[src/rtl/cache_mem_arbiter.sv]
// Shares one memory read/write port between the icache (reads) and the dcache
// (reads plus line write-back). Round-robin read grant, one-entry write buffer.
module cache_mem_arbiter #(
  parameter int LINE_LSB  = 4,
  parameter bit RAW_CHECK = 1'b1
) (
  input  logic         clk,
  input  logic         reset,

  input  logic         ic_rd_req,
  input  logic [2:0]   ic_rd_type,
  input  logic [31:0]  ic_rd_addr,
  output logic         ic_rd_rdy,
  output logic         ic_ret_valid,
  output logic         ic_ret_last,
  output logic [31:0]  ic_ret_data,

  input  logic         dc_rd_req,
  input  logic [2:0]   dc_rd_type,
  input  logic [31:0]  dc_rd_addr,
  output logic         dc_rd_rdy,
  output logic         dc_ret_valid,
  output logic         dc_ret_last,
  output logic [31:0]  dc_ret_data,

  input  logic         dc_wr_req,
  input  logic [2:0]   dc_wr_type,
  input  logic [31:0]  dc_wr_addr,
  input  logic [3:0]   dc_wr_wstrb,
  input  logic [127:0] dc_wr_data,
  output logic         dc_wr_rdy,

  output logic         mem_rd_req,
  output logic [2:0]   mem_rd_type,
  output logic [31:0]  mem_rd_addr,
  input  logic         mem_rd_rdy,
  input  logic         mem_ret_valid,
  input  logic         mem_ret_last,
  input  logic [31:0]  mem_ret_data,

  output logic         mem_wr_req,
  output logic [2:0]   mem_wr_type,
  output logic [31:0]  mem_wr_addr,
  output logic [3:0]   mem_wr_wstrb,
  output logic [127:0] mem_wr_data,
  input  logic         mem_wr_rdy
);

  typedef enum logic [1:0] {IDLE, WAIT_IC, WAIT_DC} state_t;

  state_t         state, state_next;
  logic           last_dc;
  logic           wbuf_full;
  logic [2:0]     wbuf_type;
  logic [31:0]    wbuf_addr;
  logic [3:0]     wbuf_wstrb;
  logic [127:0]   wbuf_data;

  logic raw_block, ic_elig, dc_elig, grant_dc, grant_any, rd_accept, wr_accept;

  // A dcache read must not overtake a pending write-back to the same line.
  assign raw_block = RAW_CHECK && wbuf_full &&
                     (dc_rd_addr[31:LINE_LSB] == wbuf_addr[31:LINE_LSB]);
  assign ic_elig   = ic_rd_req & ~reset;
  assign dc_elig   = dc_rd_req & ~raw_block & ~reset;
  assign grant_dc  = dc_elig & (~ic_elig | ~last_dc);
  assign grant_any = (state == IDLE) & (ic_elig | dc_elig);
  assign rd_accept = grant_any & mem_rd_rdy;
  assign wr_accept = dc_wr_req & ~wbuf_full & ~reset;

  // NOTE: sequential state uses non-blocking assignments so every flop samples
  // pre-edge values regardless of the order the always blocks are evaluated in.
  always_ff @(posedge clk or posedge reset) begin
    if (reset) begin
      state     <= IDLE;
      last_dc   <= 1'b0;
      wbuf_full <= 1'b0;
    end else begin
      state <= state_next;
      if (rd_accept) last_dc <= grant_dc;
      if (wbuf_full && mem_wr_rdy) wbuf_full <= 1'b0;
      else if (wr_accept)          wbuf_full <= 1'b1;
    end
  end

  // NOTE: the buffered write fields carry no reset; they are only observed
  // through outputs gated by wbuf_full, which itself is reset.
  always_ff @(posedge clk) begin
    if (wr_accept) begin
      wbuf_type  <= dc_wr_type;
      wbuf_addr  <= dc_wr_addr;
      wbuf_wstrb <= dc_wr_wstrb;
      wbuf_data  <= dc_wr_data;
    end
  end

  // NOTE: every output of this block is given a default first, so no path
  // through the case statement can leave a latch behind.
  always_comb begin
    state_next   = state;
    mem_rd_req   = 1'b0;
    mem_rd_type  = '0;
    mem_rd_addr  = '0;
    ic_rd_rdy    = 1'b0;
    dc_rd_rdy    = 1'b0;
    ic_ret_valid = 1'b0;
    ic_ret_last  = 1'b0;
    ic_ret_data  = '0;
    dc_ret_valid = 1'b0;
    dc_ret_last  = 1'b0;
    dc_ret_data  = '0;
    case (state)
      IDLE: begin
        if (grant_any) begin
          mem_rd_req = 1'b1;
          if (grant_dc) begin
            mem_rd_type = dc_rd_type;
            mem_rd_addr = dc_rd_addr;
            dc_rd_rdy   = mem_rd_rdy;
          end else begin
            mem_rd_type = ic_rd_type;
            mem_rd_addr = ic_rd_addr;
            ic_rd_rdy   = mem_rd_rdy;
          end
          if (mem_rd_rdy) state_next = grant_dc ? WAIT_DC : WAIT_IC;
        end
      end
      WAIT_IC: begin
        ic_ret_valid = mem_ret_valid;
        ic_ret_last  = mem_ret_last;
        ic_ret_data  = mem_ret_data;
        if (mem_ret_valid && mem_ret_last) state_next = IDLE;
      end
      WAIT_DC: begin
        dc_ret_valid = mem_ret_valid;
        dc_ret_last  = mem_ret_last;
        dc_ret_data  = mem_ret_data;
        if (mem_ret_valid && mem_ret_last) state_next = IDLE;
      end
      default: state_next = IDLE;
    endcase
  end

  assign dc_wr_rdy    = ~wbuf_full & ~reset;
  assign mem_wr_req   = wbuf_full;
  assign mem_wr_type  = wbuf_full ? wbuf_type  : '0;
  assign mem_wr_addr  = wbuf_full ? wbuf_addr  : '0;
  assign mem_wr_wstrb = wbuf_full ? wbuf_wstrb : '0;
  assign mem_wr_data  = wbuf_full ? wbuf_data  : '0;

endmodule

[config.mk]
export PLATFORM = sky130hd
export DESIGN_NAME = cache_mem_arbiter
export DESIGN_NICKNAME = d
export VERILOG_FILES = /design/src/rtl/cache_mem_arbiter.sv
export SDC_FILE = /design/constraint.sdc
export NUM_CORES = 1
export LEC_CHECK = 0
export CAP_MARGIN = 20
export CORE_AREA = 3 3 212 214
export CTS_CLUSTER_DIAMETER = 40
export DETAILED_ROUTE_END_ITERATION = 7
export DIE_AREA = 0 0 215 217
export GPL_ROUTABILITY_DRIVEN = 1
export GPL_TIMING_DRIVEN = 0
export HOLD_SLACK_MARGIN = 0.1
export PLACE_DENSITY_LB_ADDON = 0.2
export SLEW_MARGIN = 20
export SYNTH_ARGS = -nofsm -noshare
export SYNTH_HDL_FRONTEND = slang
export SYNTH_SLANG_ARGS = --single-unit
[constraint.sdc]
create_clock -name clk -period 6.7 [get_ports clk]
set_input_delay 1.34 -clock clk [delete_from_list [all_inputs] [get_ports clk]]
set_output_delay 1.34 -clock clk [all_outputs]
set_load 0.005 [all_outputs]
==> impl_metrics.env <==
export IMPL_status="finished, final reports clean"
export IMPL_grt_usage_pct=15.45
export IMPL_cts_buffers=17
export IMPL_setup_worst_path_class="in -> out"
export IMPL_holdWs_ns=0.5675
export IMPL_grt_pass1_vias=7491
export IMPL_portBuffers=552
export IMPL_synth_most_common_cell="and2_1"
export IMPL_yosysTopAreaCell="edfxtp_1"
export IMPL_combPwrFrac_pct=31.4
export IMPL_ys_warn_count=0
export IMPL_intPower_uw=2335
export IMPL_io_pins=553
export IMPL_wl_mm=36.97
export IMPL_coreArea_sq_um=43080
export IMPL_routed_via_count=7033
export IMPL_start_util_pct=18.24
export IMPL_critPathArrivalTime_ns=4.76
export IMPL_grt_pass1_wl_mm=52.14
export IMPL_tightestPinTransition_ns=0.6965
export IMPL_ys_async_sr_fraction_pct=2.339
export IMPL_synthTopCellsByCount="and2_1 (236), edfxtp_1 (167), clkbuf_1 (37), a21oi_1 (35), nand3_1 (35)"
export IMPL_fp_dieH_um=217
export IMPL_setup_violations_final=0
export IMPL_path_max_fanout=10
export IMPL_clk_path_buf_depth=2
export IMPL_post_cts_buffers=0
export IMPL_row_count=76
export IMPL_drt_first_pass_iters=4
export IMPL_maxSlewHeadroom_pct=53.57
export IMPL_seq_power_share_pct=39.3
export IMPL_ys_seq_area_share_pct=65.11
export IMPL_drc=0
export IMPL_h_tree_depth=4
export IMPL_peakVddDrop_v=0.0001721
export IMPL_area_delta_synth_final_pct=87.48
export IMPL_skew_ns=0.02344
export IMPL_yosysTopAreaCellShare_pct=63.83
export IMPL_antenna_found_initial=6
export IMPL_tns_ns=0
export IMPL_ys_seq_elements=171
export IMPL_power_density_nw_per_um2=217.4
export IMPL_cp_end_kind="output pin"
export IMPL_min_period_ns=6.099
export IMPL_grt_setup_unrepaired="false"
export IMPL_synth_net_count=909
export IMPL_fin_crit_sh_pct=91.02
export IMPL_worst_hold_path_type="reg -> reg"
export IMPL_dpl_hpwl_mm=30.54
export IMPL_insertion_delay_ns=0.46
export IMPL_cts_root_buf="clkbuf_16"
export IMPL_final_nets=1483
export IMPL_drive_above_1_share_pct=3.130
export IMPL_p_sw_share_pct=27.06
export IMPL_total_power_uw=3202
export IMPL_ant_nets=0
export IMPL_die_area_sq_um=46660
export IMPL_clock_sinks=171
export IMPL_yosysUniqueCellTypes=35
export IMPL_clockPowerShare_pct=29.2
export IMPL_power_switching_uw=866.3
export IMPL_maxCapViolCount=0
export IMPL_yosys_top_cells_area="edfxtp_1 (64%), and2_1 (19%), a21oi_1 (2.2%)"
export IMPL_first_iter_violations=287
export IMPL_fmax_ghz=0.1640
export IMPL_synth_edf_count=167
export IMPL_cts_hold_buf=0
export IMPL_syn_inst=628
export IMPL_clkSlewWorstSetupHoldPaths_ns=0.06
export IMPL_slew_violations=0
export IMPL_wire_per_inst_um=20.53
export IMPL_via_per_inst=3.905
export IMPL_grt_max_degree=50
export IMPL_hold_viol_final=0
export IMPL_ys_flop_type="edfxtp_1"
export IMPL_cp_data_required_time_ns=5.36
export IMPL_p_leak_uw=0.005042
export IMPL_syn_avg_cell_area_sq_um=12.51
export IMPL_gp_congestion=0.9486
export IMPL_critPathLaunchType="primary input"
export IMPL_cts_resized_gates=0
export IMPL_overflow=0
export IMPL_cts_tree="yes"
export IMPL_syn_area_sq_um=7856
export IMPL_die_x_um=215
[state kept, by name (all words and copies together) (netlist names)]
signal,count
wbuf_data,128
wbuf_addr,32
wbuf_wstrb,4
wbuf_type,3
state,2
last_dc,1
mem_wr_req,1
[power by group through the flow]
| stage | Clock [uW] | Combinational [uW] | Sequential [uW] |
|---|---|---|---|
| after detailed placement | 0 | 1020 | 1280 |
| after global routing | 1020 | 1080 | 1270 |
| after floorplan | 0 | 328 | 1290 |
| after global placement | 0 | 1020 | 1300 |
| after CTS | 987 | 1020 | 1260 |
| final | 936 | 1010 | 1260 |
[routing by layer]
metal  track usage, %  vias up  routed length, um
met1            15.55     3278              13160
li1                 -     3328                  -
met4            5.486        4                990
met2            27.73      383              18660
met5                0        -                 27
met3            7.610       40               4122
[stage by stage]
stage | utilization [%] | instance area (sq um) | instances | setup WS, ns
6_report | 34.19 | 14730 | 1801 | 0.6014
5_1_grt | 34.19 | 14730 | 1800 | 0.3046
3_5_place_dp | 32.94 | 14190 | 1768 | 0.3991
4_1_cts | 34.18 | 14720 | 1799 | 0.3827
2_1_floorplan | - | 7856 | 628 | 0.7983
3_3_place_gp | 32.76 | 14110 | 1765 | -2.108
[final cells by class]
type,count,area [sq um]
sequential,171,5115
inverter,6,22.52
antenna,2,5.005
multi-input combinational,407,2517
fill,4415,28350
buffer,44,203.9
timing repair buffer,555,5600
clock buffer,19,432.9
clock inverter,12,100.1
tap,585,732.0
[kinds of logic (layout without fill, tap and decap cells)]
logic type | after synthesis | after routing | synth area share [%]
AND/OR/NAND/NOR | 294 | 294 | 22.65
flip-flops | 171 | 171 | 65.11
AO/OA/AOI/OAI | 82 | 82 | 5.765
buffers and inverters | 50 | 636 | 2.882
XOR/XNOR | 28 | 28 | 3.122
adder cells (fa/ha/maj) | 3 | 3 | 0.4778
other | 0 | 2 | 0
[path summary, 6_finish.rpt]
| check | startpoint | end | slack (ns) | depth (start not counted) |
|---|---|---|---|---|
| worst max-delay path | dc_rd_addr[10] | mem_rd_addr[15] | 0.60 | 9 |
| worst min-delay path | last_dc | last_dc | 0.57 | 1 |
| worst max register to register | mem_wr_req | wbuf_data[8] | 4.19 | 5 |
| worst min register to register | last_dc | last_dc | 0.57 | 1 |
| max in group asynchronous | reset | last_dc | 5.25 | 2 |
| min in group asynchronous | reset | mem_wr_req | 1.22 | 2 |
[worst max-delay path, cell delays in order]
cell and delay [ns]:
clkdlybuf4s50_1 0.48, xnor2_1 0.35, nand4_1 0.20, or4_4 0.59, o21ai_2 0.20, clkbuf_1 0.46, o21ai_0 0.20, a21oi_1 0.32
clkdlybuf4s50_1 0.60
[cell usage in the layout (no fill, tap or decap), drive strengths merged, types with 2 or more instances in the layout]
cell           synthesis  layout
dfrtp                  4       4
and2                 237     237
edfxtp               167     167
nor3                   3       3
nand4                  4       4
nor2b                  2       2
clkinv                 0       8
buf                    7      10
nand2                  5       5
ha                     3       3
diode                  0       2
nor2                   2       2
xor2                  15      15
clkdlybuf4s50          0     552
nor4                   3       3
xnor2                 13      13
clkbuf                37      56
nand3                 35      35
o21a                   2       2
a21oi                 35      35
inv                    6       8
o22ai                  2       2
o21ai                 37      37
a211o                  2       2
Note: power is estimated with default switching activity, not from simulation.
